[src/rtl/dmem_arbiter.sv]
// -----------------------------------------------------------------------------
// dmem_arbiter
//   Shares one single-port data memory between the pipeline MEM stage (CPU)
//   and a DMA/loader port. At most one access is served per cycle. The CPU
//   stalls whenever it is requesting and does not win. DMA traffic runs in
//   bounded bursts. A waiting DMA is forced through after STARVE_LIMIT cycles
//   won by the CPU.
//
// Ports
//   clk, reset                    clock, asynchronous active-low reset
//   cpu_req/we/addr/wdata         CPU access request (MEM stage)
//   cpu_rdata                     load data, combinational from mem_rdata
//   cpu_stall                     CPU requesting but not served this cycle
//   dma_req/we/addr/wdata         DMA access request, held until dma_gnt
//   dma_gnt                       DMA served this cycle
//   dma_rdata, dma_rvalid         registered DMA read data + 1-cycle valid
//   mem_read, mem_write           memory strobes
//   mem_addr, mem_wdata           muxed address / write data (0 when idle)
//   mem_rdata                     combinational memory read data
// -----------------------------------------------------------------------------
module dmem_arbiter #(
    parameter int ADDR_W       = 32,
    parameter int DATA_W       = 32,
    parameter int MAX_BURST    = 8,
    parameter int STARVE_LIMIT = 4
) (
    input  logic              clk,
    input  logic              reset,
    input  logic              cpu_req,
    input  logic              cpu_we,
    input  logic [ADDR_W-1:0] cpu_addr,
    input  logic [DATA_W-1:0] cpu_wdata,
    output logic [DATA_W-1:0] cpu_rdata,
    output logic              cpu_stall,
    input  logic              dma_req,
    input  logic              dma_we,
    input  logic [ADDR_W-1:0] dma_addr,
    input  logic [DATA_W-1:0] dma_wdata,
    output logic              dma_gnt,
    output logic [DATA_W-1:0] dma_rdata,
    output logic              dma_rvalid,
    output logic              mem_read,
    output logic              mem_write,
    output logic [ADDR_W-1:0] mem_addr,
    output logic [DATA_W-1:0] mem_wdata,
    input  logic [DATA_W-1:0] mem_rdata
);

    localparam int BEAT_W = $clog2(MAX_BURST + 1);
    localparam int WAIT_W = $clog2(STARVE_LIMIT + 1);

    localparam logic [BEAT_W-1:0] BEAT_MAX = BEAT_W'(MAX_BURST);
    localparam logic [BEAT_W-1:0] BEAT_ONE = BEAT_W'(1);
    localparam logic [WAIT_W-1:0] WAIT_MAX = WAIT_W'(STARVE_LIMIT);
    localparam logic [WAIT_W-1:0] WAIT_ONE = WAIT_W'(1);

    typedef enum logic {
        ST_ARB   = 1'b0,
        ST_BURST = 1'b1
    } state_t;

    state_t              state_reg, state_next;
    logic [BEAT_W-1:0]   beat_cnt_reg, beat_cnt_next;
    logic [WAIT_W-1:0]   dma_wait_reg, dma_wait_next;
    logic [DATA_W-1:0]   dma_rdata_reg;
    logic                dma_rvalid_reg;
    logic                grant_cpu;
    logic                grant_dma;

    // State register plus DMA read-return register.
    always_ff @(posedge clk or negedge reset) begin
        if (!reset) begin
            state_reg      <= ST_ARB;
            beat_cnt_reg   <= '0;
            dma_wait_reg   <= '0;
            dma_rdata_reg  <= '0;
            dma_rvalid_reg <= 1'b0;
        end else begin
            state_reg    <= state_next;
            beat_cnt_reg <= beat_cnt_next;
            dma_wait_reg <= dma_wait_next;
            if (grant_dma && !dma_we) begin
                dma_rdata_reg  <= mem_rdata;
                dma_rvalid_reg <= 1'b1;
            end else begin
                dma_rvalid_reg <= 1'b0;
            end
        end
    end

    // Next-state logic. It is driven by the grant decision made below.
    always_comb begin
        state_next    = state_reg;
        beat_cnt_next = beat_cnt_reg;
        dma_wait_next = dma_wait_reg;
        case (state_reg)
            ST_ARB: begin
                if (grant_cpu) begin
                    // Count CPU wins while the DMA waits. The count saturates so it never wraps.
                    if (dma_req && (dma_wait_reg < WAIT_MAX))
                        dma_wait_next = dma_wait_reg + WAIT_ONE;
                end else if (grant_dma) begin
                    dma_wait_next = '0;
                    beat_cnt_next = BEAT_ONE;
                    state_next    = ST_BURST;
                end
            end
            ST_BURST: begin
                if (grant_dma) begin
                    // A full burst restarts at beat 1 only when the CPU is not requesting.
                    beat_cnt_next = (beat_cnt_reg < BEAT_MAX) ? beat_cnt_reg + BEAT_ONE : BEAT_ONE;
                end else begin
                    beat_cnt_next = '0;
                    state_next    = ST_ARB;
                    if (grant_cpu)
                        dma_wait_next = dma_req ? WAIT_ONE : '0;
                end
            end
            default: begin
                state_next = ST_ARB;
            end
        endcase
    end

    // Output logic. The grant decision is taken here, and reset forces every strobe low.
    always_comb begin
        grant_cpu = 1'b0;
        grant_dma = 1'b0;
        if (reset) begin
            case (state_reg)
                ST_ARB: begin
                    if (cpu_req && (!dma_req || (dma_wait_reg < WAIT_MAX)))
                        grant_cpu = 1'b1;
                    else if (dma_req)
                        grant_dma = 1'b1;
                end
                ST_BURST: begin
                    if (dma_req && ((beat_cnt_reg < BEAT_MAX) || !cpu_req))
                        grant_dma = 1'b1;
                    else if (cpu_req)
                        grant_cpu = 1'b1;
                end
                default: ;
            endcase
        end

        mem_read  = 1'b0;
        mem_write = 1'b0;
        mem_addr  = '0;
        mem_wdata = '0;
        if (grant_cpu) begin
            mem_read  = ~cpu_we;
            mem_write = cpu_we;
            mem_addr  = cpu_addr;
            mem_wdata = cpu_wdata;
        end else if (grant_dma) begin
            mem_read  = ~dma_we;
            mem_write = dma_we;
            mem_addr  = dma_addr;
            mem_wdata = dma_wdata;
        end

        cpu_stall = reset & cpu_req & ~grant_cpu;
        dma_gnt   = grant_dma;
    end

    assign cpu_rdata  = mem_rdata;
    assign dma_rdata  = dma_rdata_reg;
    assign dma_rvalid = dma_rvalid_reg;

endmodule

[config.mk]
export PLATFORM = sky130hd
export DESIGN_NAME = dmem_arbiter
export DESIGN_NICKNAME = d
export VERILOG_FILES = /design/src/rtl/dmem_arbiter.sv
export SDC_FILE = /design/constraint.sdc
export NUM_CORES = 1
export LEC_CHECK = 0
export CAP_MARGIN = 25
export CORE_AREA = 2 2 117 119
export CTS_CLUSTER_DIAMETER = 100
export DETAILED_ROUTE_END_ITERATION = 8
export DIE_AREA = 0 0 119 121
export PLACE_DENSITY = 0.73
export SLEW_MARGIN = 20
export SYNTH_ARGS = -nofsm -noshare
export SYNTH_HDL_FRONTEND = slang
export SYNTH_SLANG_ARGS = --single-unit
[constraint.sdc]
create_clock -name clk -period 4.15 [get_ports clk]
set_input_delay 1.245 -clock clk [delete_from_list [all_inputs] [get_ports clk]]
set_output_delay 1.245 -clock clk [all_outputs]
set_load 0.005 [all_outputs]
==> impl_metrics.yaml <==
run_status:
  status: "complete, no violations"
synth:
  synth_compound_area_frac: 0.291
  ys_seq_elements: 41
  synth_flop_cell: "dfrtp_1"
  syn_avg_cell_area_sq_um: 11.7
  synth_area_leaders: "dfrtp_1, a32o_1, mux2_4"
  ys_seq_area_frac: 0.366
  synth_cell_types: 38
  synth_top_family_by_area: "compound AO/OA/AOI/OAI gates"
  async_flop_share: 1.00
  yosys.area_share.simple: 0.0362
  synthAdderAreaFrac: 0.00893
  yosys_warnings: 0
  synth_mux_area_frac: 0.155
  synth_area_sq_um: 2800
  synthCells: 240
  synthDominantCellAreaShare: 0.366
  synthTopCellsByCount: "a32o_1, dfrtp_1, buf_4"
  synth_most_common_cell: "a32o_1"
  synth_xor_area_frac: 0.00312
  syn-num-nets: 408
  synth_edf_count: 0
  yosysTopAreaCell: "dfrtp_1"
clock_tree:
  root_buffer: "clkbuf_16"
  cts_sinks: 41
  cts_max_level: 2
  cts_hold_buf: 0
  cts_tree: "done"
  cts_buffers: 5
  path_clk_slew_ns: 0.05
  clk_latency_ns: 0.27
  clockBufferDepth: 2
die:
  core_sq_um: 13100
  die_x_microns: 119
  rows: 42
  start_util: 0.214
  io_pins: 299
  die_area_sq_um: 14400
  die_y_microns: 121
critical_path:
  path_class: "in2out"
  cp_cell_sequence: "dlygate4sd2_1, a21bo_2, buf_4, a32o_1, clkdlybuf4s50_1"
  cp-end-kind: "output port"
  r2r.worst_path.cells: 4
  slowest_delay_ns: 0.52
  worst-path-max-fanout: 24
  cp-start-kind: "primary input"
  cp_slowest_cell: "clkdlybuf4s50_1"
  crit_buf_inv: 3
  crit_family: "buffers and inverters"
  worstPathArrival_ns: 2.81
  cp_num_cells: 5
  cp.required_ns: 2.90
timing:
  drv_slew: 0
  finalWorstSetupSlack_ns: 0.0906
  holdWs_ns: 0.481
  rsz0062_at_grt: "false"
  min_period_ns: 4.06
  worst_pin_slew_ns: 0.614
  maxSlewHeadroom: 0.580
  fin_crit_sh: 0.978
  finalSetupViolations: 0
  hold_viol_final: 0
  max_freq_mhz: 246
  skew_ns: 0.00430
  fin_setup_tns_ns: 0
layout:
  syn2layout_area_growth_pct: 117
  register_area_sq_um: 1030
  antenna_cells: 0
  drive_gt1_frac: 0.127
  multiInputGateArea_sq_um: 1410
  fill_cells: 1194
  largest_reg_flops: 32
  layout.nets: 677
drt:
  wl_per_cell_microns: 20.1
  vias: 3251
  drc_errors: 0
  detail-route-antenna-nets: 0
  drt_iter0_drc: 227
  postRouteWirelength_mm: 13.8
  viasPerCell: 4.74
  firstDrtPassIters: 5
run:
  cap_violations: 0
placement:
  place_congestion: 0.867
  dp_hpwl_mm: 11.4
  preCtsSetupSlack_ns: -0.179
  io_buffers: 298
pwr:
  p_leak_uw: 0.00258
  p_per_area_nw_per_um2: 277
  irDropWorstVdd_mv: 0.243
grt:
  antenna_found_initial: 0
  grt_max_degree: 44
  grt_pass1_wl_mm: 19.4
  grt_usage: 0.176
  grt.overflow.total: 0
  grt_pass1_vias: 3253
hold_path:
  holdPathStages: 1
  holdCritPathClass: "reg2reg"
-- worst reg2reg max path, cell delays in order (launching register included) --
cell and delay [ns]:
dfrtp_1 0.58, nand2b_2 0.21, a311oi_4 0.30, buf_4 0.50, mux2_2 0.42
-- cells in the final DEF, fill, tap and decap left out, types with 3 or more instances in the layout --
cell type,n
clkdlybuf4s50_1,246
a32o_1,62
dlygate4sd2_1,44
dfrtp_1,41
mux2_4,20
buf_4,9
mux2_1,8
buf_12,8
dlymetal6s2s_1,7
nand2_1,6
inv_1,5
o21ai_0,5
clkbuf_16,5
mux2_2,4
a32o_2,3
buf_6,3
-- per-layer routing --
metal / vias up / share of wire / GRT usage
li1: 1488 / - / -
met1: 1563 / 0.36 / 0.204
met4: 0 / 0.028 / 0.0536
met2: 182 / 0.52 / 0.311
met5: - / 0 / 0
met3: 18 / 0.096 / 0.0540
-- repair_timing --
item	in CTS	in global routing
setup endpoints to repair	67	24
cloned	1	0
buffers inserted	1	1
resized for setup	51	10
pin swaps	1	0
-- metrics by stage --
stage          total power (uW)  instances  cell area [sq um]   util
3_3_place_gp               1240        675               5870  0.448
2_1_floorplan               767        240               2800      -
4_1_cts                    1700        685               6050  0.462
3_5_place_dp               1260        675               5870  0.448
6_report                   1690        686               6080  0.464
5_1_grt                    1760        686               6080  0.464
-- cell families (layout without fill, tap and decap cells) --
logic type | after synthesis | count (layout)
AOI/OAI and AO/OA | 85 | 85
xor gates and xnor gates | 1 | 1
adders and majority gates | 2 | 2
buffers and inverters | 62 | 332
DFF | 41 | 41
muxes | 32 | 32
and+or+nand+nor | 17 | 17
-- report_power, final --
group	switching (uW)	leakage, uW	total, uW	internal, uW
registers	49.0	0.000503	534	485
logic	217	0.00199	702	485
clock network	150	0.0000831	450	300
-- layout make-up --
class,count,area share
Clock buffer,6,0.0229
Clock inverter,2,0.00618
Inverter,5,0.00309
Multi-Input combinational cell,137,0.231
Sequential cell,41,0.169
Tap cell,176,0.0362
Timing Repair Buffer,319,0.531
-- path summary, 6_finish.rpt --
| check | startpoint | endpoint | slack, ns |
|---|---|---|---|
| worst max-delay path | dma_req | mem_wdata[2] | 0.09 |
| worst min-delay path | dma_rdata[0]$_DFFE_PN0P_ | dma_rdata[0]$_DFFE_PN0P_ | 0.48 |
| worst max register to register | state_reg$_DFF_PN0_ | dma_rdata[31]$_DFFE_PN0P_ | 2.02 |
| worst min register to register | dma_rdata[0]$_DFFE_PN0P_ | dma_rdata[0]$_DFFE_PN0P_ | 0.48 |
| max in group asynchronous | reset | dma_rdata[28]$_DFFE_PN0P_ | 2.64 |
| min in group asynchronous | reset | beat_cnt_reg[2]$_DFFE_PN0P_ | 1.14 |
Power figures use the tool's default switching activity.
